**src/rtl/mtr_drv_pwm.sv**
```systemverilog
// mtr_drv_pwm: signed speed to dead-time-protected complementary PWM pairs for two H-bridges.
// Define OVR_I_SHTDWN_EN to build the sticky over-current shutdown logic.
module mtr_drv_pwm #(
    parameter int DEADTIME    = 66,
    parameter int OVR_I_BLANK = 128,
    parameter int OVR_I_LIMIT = 10
) (
    input  logic        clk,
    input  logic        rst,
    input  logic [11:0] lft_spd,
    input  logic [11:0] rght_spd,
    input  logic        OVR_I_lft,
    input  logic        OVR_I_rght,
    output logic        PWM1_lft,
    output logic        PWM2_lft,
    output logic        PWM1_rght,
    output logic        PWM2_rght,
    output logic        pwm_synch,
    output logic        OVR_I_shtdwn
);
    localparam logic [6:0] DT = 7'(DEADTIME);
    logic [10:0] cnt, duty_lft, duty_rght;
    logic        raw_lft, raw_rght, raw_lft_nxt, raw_rght_nxt, kill;
    logic [6:0]  dcnt_lft, dcnt_rght;
    assign raw_lft_nxt  = cnt < duty_lft;
    assign raw_rght_nxt = cnt < duty_rght;
    // dead counters restart on the same edge raw changes, so PWM1/2 lag raw by DEADTIME+1
    always_ff @(posedge clk) begin
        if (rst) begin
            cnt       <= '0;
            pwm_synch <= 1'b0;
            duty_lft  <= 11'h400;
            duty_rght <= 11'h400;
            raw_lft   <= 1'b0;
            raw_rght  <= 1'b0;
            dcnt_lft  <= '0;
            dcnt_rght <= '0;
            PWM1_lft  <= 1'b0;
            PWM2_lft  <= 1'b0;
            PWM1_rght <= 1'b0;
            PWM2_rght <= 1'b0;
        end else begin
            cnt       <= cnt + 11'd1;
            pwm_synch <= cnt == '0;
            if (cnt == '0) begin
                duty_lft  <= 11'h400 + lft_spd[11:1];
                duty_rght <= 11'h400 + rght_spd[11:1];
            end
            raw_lft   <= raw_lft_nxt;
            raw_rght  <= raw_rght_nxt;
            dcnt_lft  <= (raw_lft_nxt != raw_lft) ? 7'd0 : dcnt_lft + 7'(dcnt_lft != DT);
            dcnt_rght <= (raw_rght_nxt != raw_rght) ? 7'd0 : dcnt_rght + 7'(dcnt_rght != DT);
            PWM1_lft  <= ~kill & raw_lft & (dcnt_lft == DT);
            PWM2_lft  <= ~kill & ~raw_lft & (dcnt_lft == DT);
            PWM1_rght <= ~kill & raw_rght & (dcnt_rght == DT);
            PWM2_rght <= ~kill & ~raw_rght & (dcnt_rght == DT);
        end
    end
`ifdef OVR_I_SHTDWN_EN
    logic       flag;
    logic [3:0] fcnt;
    assign kill = OVR_I_shtdwn;
    always_ff @(posedge clk) begin
        if (rst) begin
            flag         <= 1'b0;
            fcnt         <= '0;
            OVR_I_shtdwn <= 1'b0;
        end else begin
            flag         <= (cnt == '0) ? 1'b0 : flag | ((cnt >= 11'(OVR_I_BLANK)) &
                            ((OVR_I_lft & PWM1_lft) | (OVR_I_rght & PWM1_rght)));
            if (cnt == '0)
                fcnt <= flag ? fcnt + 4'(fcnt != 4'hF) : 4'd0;
            OVR_I_shtdwn <= OVR_I_shtdwn | (fcnt == 4'(OVR_I_LIMIT));
        end
    end
`else
    logic unused_ovr;
    assign unused_ovr   = OVR_I_lft ^ OVR_I_rght;
    assign kill         = 1'b0;
    assign OVR_I_shtdwn = 1'b0;
`endif
endmodule
```
**config.mk**
```make
export PLATFORM = sky130hd
export DESIGN_NAME = mtr_drv_pwm
export DESIGN_NICKNAME = d
export VERILOG_FILES = /design/src/rtl/mtr_drv_pwm.sv
export SDC_FILE = /design/constraint.sdc
export NUM_CORES = 1
export LEC_CHECK = 0
export CAP_MARGIN = 10
export CORE_UTILIZATION = 30
export CTS_CLUSTER_SIZE = 12
export DETAILED_ROUTE_END_ITERATION = 6
export MAX_ROUTING_LAYER = met4
export SLEW_MARGIN = 20
export SYNTH_ARGS = -nofsm -noshare
export SYNTH_HDL_FRONTEND = slang
export SYNTH_SLANG_ARGS = --single-unit
```
**constraint.sdc**
```tcl
create_clock -name clk -period 5.1 [get_ports clk]
set_input_delay 1.02 -clock clk [delete_from_list [all_inputs] [get_ports clk]]
set_output_delay 1.02 -clock clk [all_outputs]
set_load 0.02 [all_outputs]
```
Yosys cells after proc, flatten, opt, wreduce, memory -nomap -nowiden. Index checks and enable logic that the tools add are counted.

Add/subtract/negate cells: 5. $lt $le $gt $ge: 2. Equal/unequal tests: 6. Bitwise gates (word level): 6. Reductions and logical operators: 3.

Operators with widths (count): 11-bit adder (first input constant) (2); 11-bit < comparator (2); 7-bit by 1-bit adder with 7-bit output (2); 7-bit == test (second input constant) (2); 7-bit != test (second input constant) (2); 11-bit by 1-bit adder with 11-bit output (second input constant) (1); 11-bit zero test (1); 1-bit bitwise AND (4); 2-bit OR reduction (2); 1-bit != test (2); 1-bit NOT (2).

Register bits: 54. Bits of input ports: 28. Output and inout port bits: 6. Logic and storage cells: 34.

Logic depth before layout (Yosys ltp).
Depth after elaboration: 3. Mapped depth: 8. Depth with buffers taken out: 8.

Worst setup path after synthesis. OpenSTA, ideal clock, no wires.

Path kind: register to register. From: reg dcnt_rght[3]. To: reg dcnt_rght[4]. Library setup time: 0.121 ns. Data arrival time: 1.738 ns. Data required time: 4.979 ns. Setup slack: 3.241 ns. Cell stages (with the launch flop): 9. Path buffers: 0. Clock period less this slack: 1.859 ns. Path through: dfxtp_1 -> nor4_1 -> nand4b_1 -> ha_1 -> ha_1 -> nand3_1 -> xor2_1 -> nor2_1 -> mux2_4.

Cells in the longest elaborated chain, start to end: 2.

RTL lines: start: declaration (RTL line 24) `logic [6:0] dcnt_lft, dcnt_rght;`; start signal: assignment (RTL line 52) `dcnt_rght <= (raw_rght_nxt != raw_rght) ? 7'd0 : dcnt_rght + 7'(dcnt_rght != DT);`; 7-bit != test (RTL line 52); 7-bit by 1-bit adder with 7-bit output * (RTL line 52).

Every way passes the cells marked *; elsewhere a longest branch is shown, timed or not. A chain may end at the register's enable or synchronous reset.

Final worst setup path.
From: in rst. To: reg dcnt_rght[6].

Cells in the longest elaborated chain, start to end: 1.

RTL lines: start: declaration (RTL line 9) `input logic rst,`; 2-bit OR reduction (no source line).

Every way passes these cells.

==> results.ini <==
[timing]
max_freq_mhz=439
slew_headroom_pct=59.1
period_share_pct=44.7
setup_viol=0
setup_tns_ns=0
skew_ns=0.00861
hold_violations=0
min_period_ns=2.28
slew_viol_final=0
worst_pin_slew_ns=0.614
rsz0062_at_grt=false

[setup_path]
crit_path_start=rst
path_class=input pin to flip-flop
r2r_slack_ns=3.06
cp_max_fo=51
timing.critical_path.to=dcnt_rght[6]
timing.rr.end=dcnt_rght[4]
cp-start-kind=input pin
worst_ep_arrival_time_ns=2.49
crit_path_end_kind=flip-flop
required_ns=5.32
worstReg2RegStart=dcnt_rght[3]
reg2reg_depth=8

[pwr]
p_leak_nw=1.34
p_clk_share_pct=29.7
p_per_area_nw_per_um2=266
p_comb_share_pct=16.6
ir_worst_vdd_mv=0.107
swShare_pct=27.2
p_sw_mw=0.234
seqPwrFrac_pct=53.7
p_int_mw=0.629

[drt]
wl_mm=5.17
num_vias=2027
avgRoutedWirePerCell_um=11.8
dr.first_iter.drc_count=96
antenna_left=0
drc=3
vias_per_cell=4.62
drt-pass1-iter-count=6

[floorplanning]
die_h_um=98.1
fp.dieW_um=98.1
initial_utilization_pct=31.3
row_count=34
io-pin-count=34
die_area_um2=9620
core_area_um2=8850

[yosys]
synth_edf_count=0
synthCells=302
synth-main-ff-cell=dfxtp_1
synth-seq-area-share_pct=39.0
synth-async-reset-ratio_pct=0
syn_avg_cell_area_um2=9.17
synth_nets=357
netlist_area_um2=2770
ys_ff_latch=54
synth_cell_types=40
synth_warnings=0

[run_status]
violations=DRC
status=finished, violations left

[finish]
drive_above_1_share_pct=6.95
n_antenna_cell=0
syn2layout_area_growth_pct=16.9
final_cell_area_um2=3240
fin_nets=385

[placed_design]
place.gp.congestion=0.785
portBuffers=28
place_area_um2=3140
dp_hpwl_mm=3.72

[clock_network]
cts_made_buffers=5
clock_sinks=54
cts_resized=0
clk_pin_slew_ns=0.10
post-cts-setup-buffer-count=0
tritoncts=yes
htreeDepth=2
clockBufferDepth=2
root_buffer=clkbuf_8
ctsHoldBuffers=0
insertion_delay_ns=0.32

[global_routing]
grt_pass1_vias=2082
grt_overflow=0
track_usage_pct=12.4
grt_pass1_wl_mm=9.34
grt_max_degree=52
antenna_found_initial=0

[min_path]
hp-class=flip-flop to flip-flop

[flow_run]
drv_cap=0

worst min-delay path by stage:
stage	from	endpoint	slack, ns	depth (start not counted)
after global placement	raw_lft	PWM2_lft	0.43	1
after CTS	raw_lft	PWM2_lft	0.43	1
after floorplan	raw_lft	PWM2_lft	0.40	1
after detailed placement	raw_lft	PWM2_lft	0.41	1
after global routing	raw_lft	PWM2_lft	0.47	1
final	raw_lft	PWM2_lft	0.43	1
power by group through the flow:
stage / Sequential, mW / Clock [mW] / Combinational, mW
after floorplan: 0.469 / 0 / 0.109
after global placement: 0.473 / 0 / 0.142
after detailed placement: 0.474 / 0 / 0.145
after CTS: 0.464 / 0.266 / 0.146
after global routing: 0.469 / 0.285 / 0.164
final: 0.463 / 0.256 / 0.143
Yosys cell counts, types with 5 or more instances:
library cell / instances / share of area [%]
mux2i_1: 23 / 8.3
nor2_1: 42 / 5.7
inv_1: 24 / 3.3
nor3b_1: 6 / 1.6
nand2b_1: 5 / 1.1
ha_1: 27 / 12
nand2_1: 18 / 2.4
a21oi_1: 16 / 2.9
xor2_1: 11 / 3.5
o21ai_0: 8 / 1.4
nand3_1: 14 / 2.5
dfxtp_1: 54 / 39
through the flow:
| step | hold WS, ns | worst slack, ns | std cells | utilization (%) | power (mW) |
|---|---|---|---|---|---|
| 2_1_floorplan | 0.401 | 3.24 | 302 | - | 0.578 |
| 3_3_place_gp | 0.425 | 2.48 | 431 | 35.5 | 0.615 |
| 3_5_place_dp | 0.415 | 2.45 | 431 | 35.5 | 0.619 |
| 4_1_cts | 0.430 | 2.80 | 439 | 36.6 | 0.876 |
| 5_1_grt | 0.474 | 2.71 | 439 | 36.6 | 0.918 |
| 6_report | 0.427 | 2.82 | 439 | 36.6 | 0.863 |
layout by cell type (no fill, tap or decap), drive strengths merged, types with 3 or more instances in the layout:
| master | synthesis | routed |
|---|---|---|
| dfxtp | 54 | 54 |
| nor2 | 42 | 42 |
| clkdlybuf4s50 | 0 | 28 |
| ha | 27 | 27 |
| inv | 24 | 24 |
| mux2i | 23 | 23 |
| nand2 | 18 | 18 |
| a21oi | 16 | 16 |
| nand3 | 14 | 14 |
| xor2 | 11 | 11 |
| o21ai | 10 | 10 |
| nor3b | 7 | 7 |
| clkbuf | 4 | 6 |
| nand2b | 5 | 5 |
| or3 | 4 | 4 |
| nor2b | 4 | 4 |
| xnor2 | 4 | 4 |
| nor3 | 4 | 4 |
| mux2 | 4 | 4 |
| and3 | 4 | 4 |
| nand4 | 3 | 3 |
| nor4 | 3 | 3 |
cells by family (layout without fill, tap and decap cells):
family | Yosys count | count (layout) | share of synthesized area (%)
AOI/OAI and AO/OA | 31 | 31 | 6.37
DFF | 54 | 54 | 39.0
xor gates and xnor gates | 15 | 15 | 4.74
and+or+nand+nor | 115 | 115 | 22.0
adders and majority gates | 27 | 27 | 12.2
muxes | 27 | 27 | 10.5
other | 1 | 1 | 0.135
buffers and inverters | 32 | 61 | 5.01
registers in the layout (all words and copies together) (netlist names):
| signal | flops |
|---|---|
| PWM1_lft | 1 |
| dcnt_rght | 7 |
| cnt | 11 |
| duty_lft | 11 |
| raw_rght | 1 |
| PWM2_rght | 1 |
| raw_lft | 1 |
| PWM2_lft | 1 |
| pwm_synch | 1 |
| PWM1_rght | 1 |
| duty_rght | 11 |
| dcnt_lft | 7 |
layout make-up:
type                    instances  area, um^2
clock buffers                   6        82.6
clock inverters                 2        12.5
fillers                       914        5610
inverters                      24        90.1
multi-input cells             216        1550
flip-flops and latches         54        1080
well taps                     108         135
repair buffers                 29         288
worst max-delay path, stage by stage:
cell and delay (ns):
clkdlybuf4s50_1 0.45, buf_4 0.43, nand2b_1 0.25, a21oi_1 0.07
mux2_4 0.27
metal layers:
| layer | part of all wire (%) | routed length (um) | up-vias | global-route usage, % |
|---|---|---|---|---|
| met5 | 0 | 0 | - | - |
| met4 | 0.95 | 49 | 0 | 4.55 |
| met3 | 3.0 | 156 | 6 | 2.00 |
| met2 | 45 | 2330 | 32 | 20.1 |
| met1 | 51 | 2630 | 910 | 15.4 |
| li1 | - | - | 1079 | - |
Power figures use the tool's default switching activity.
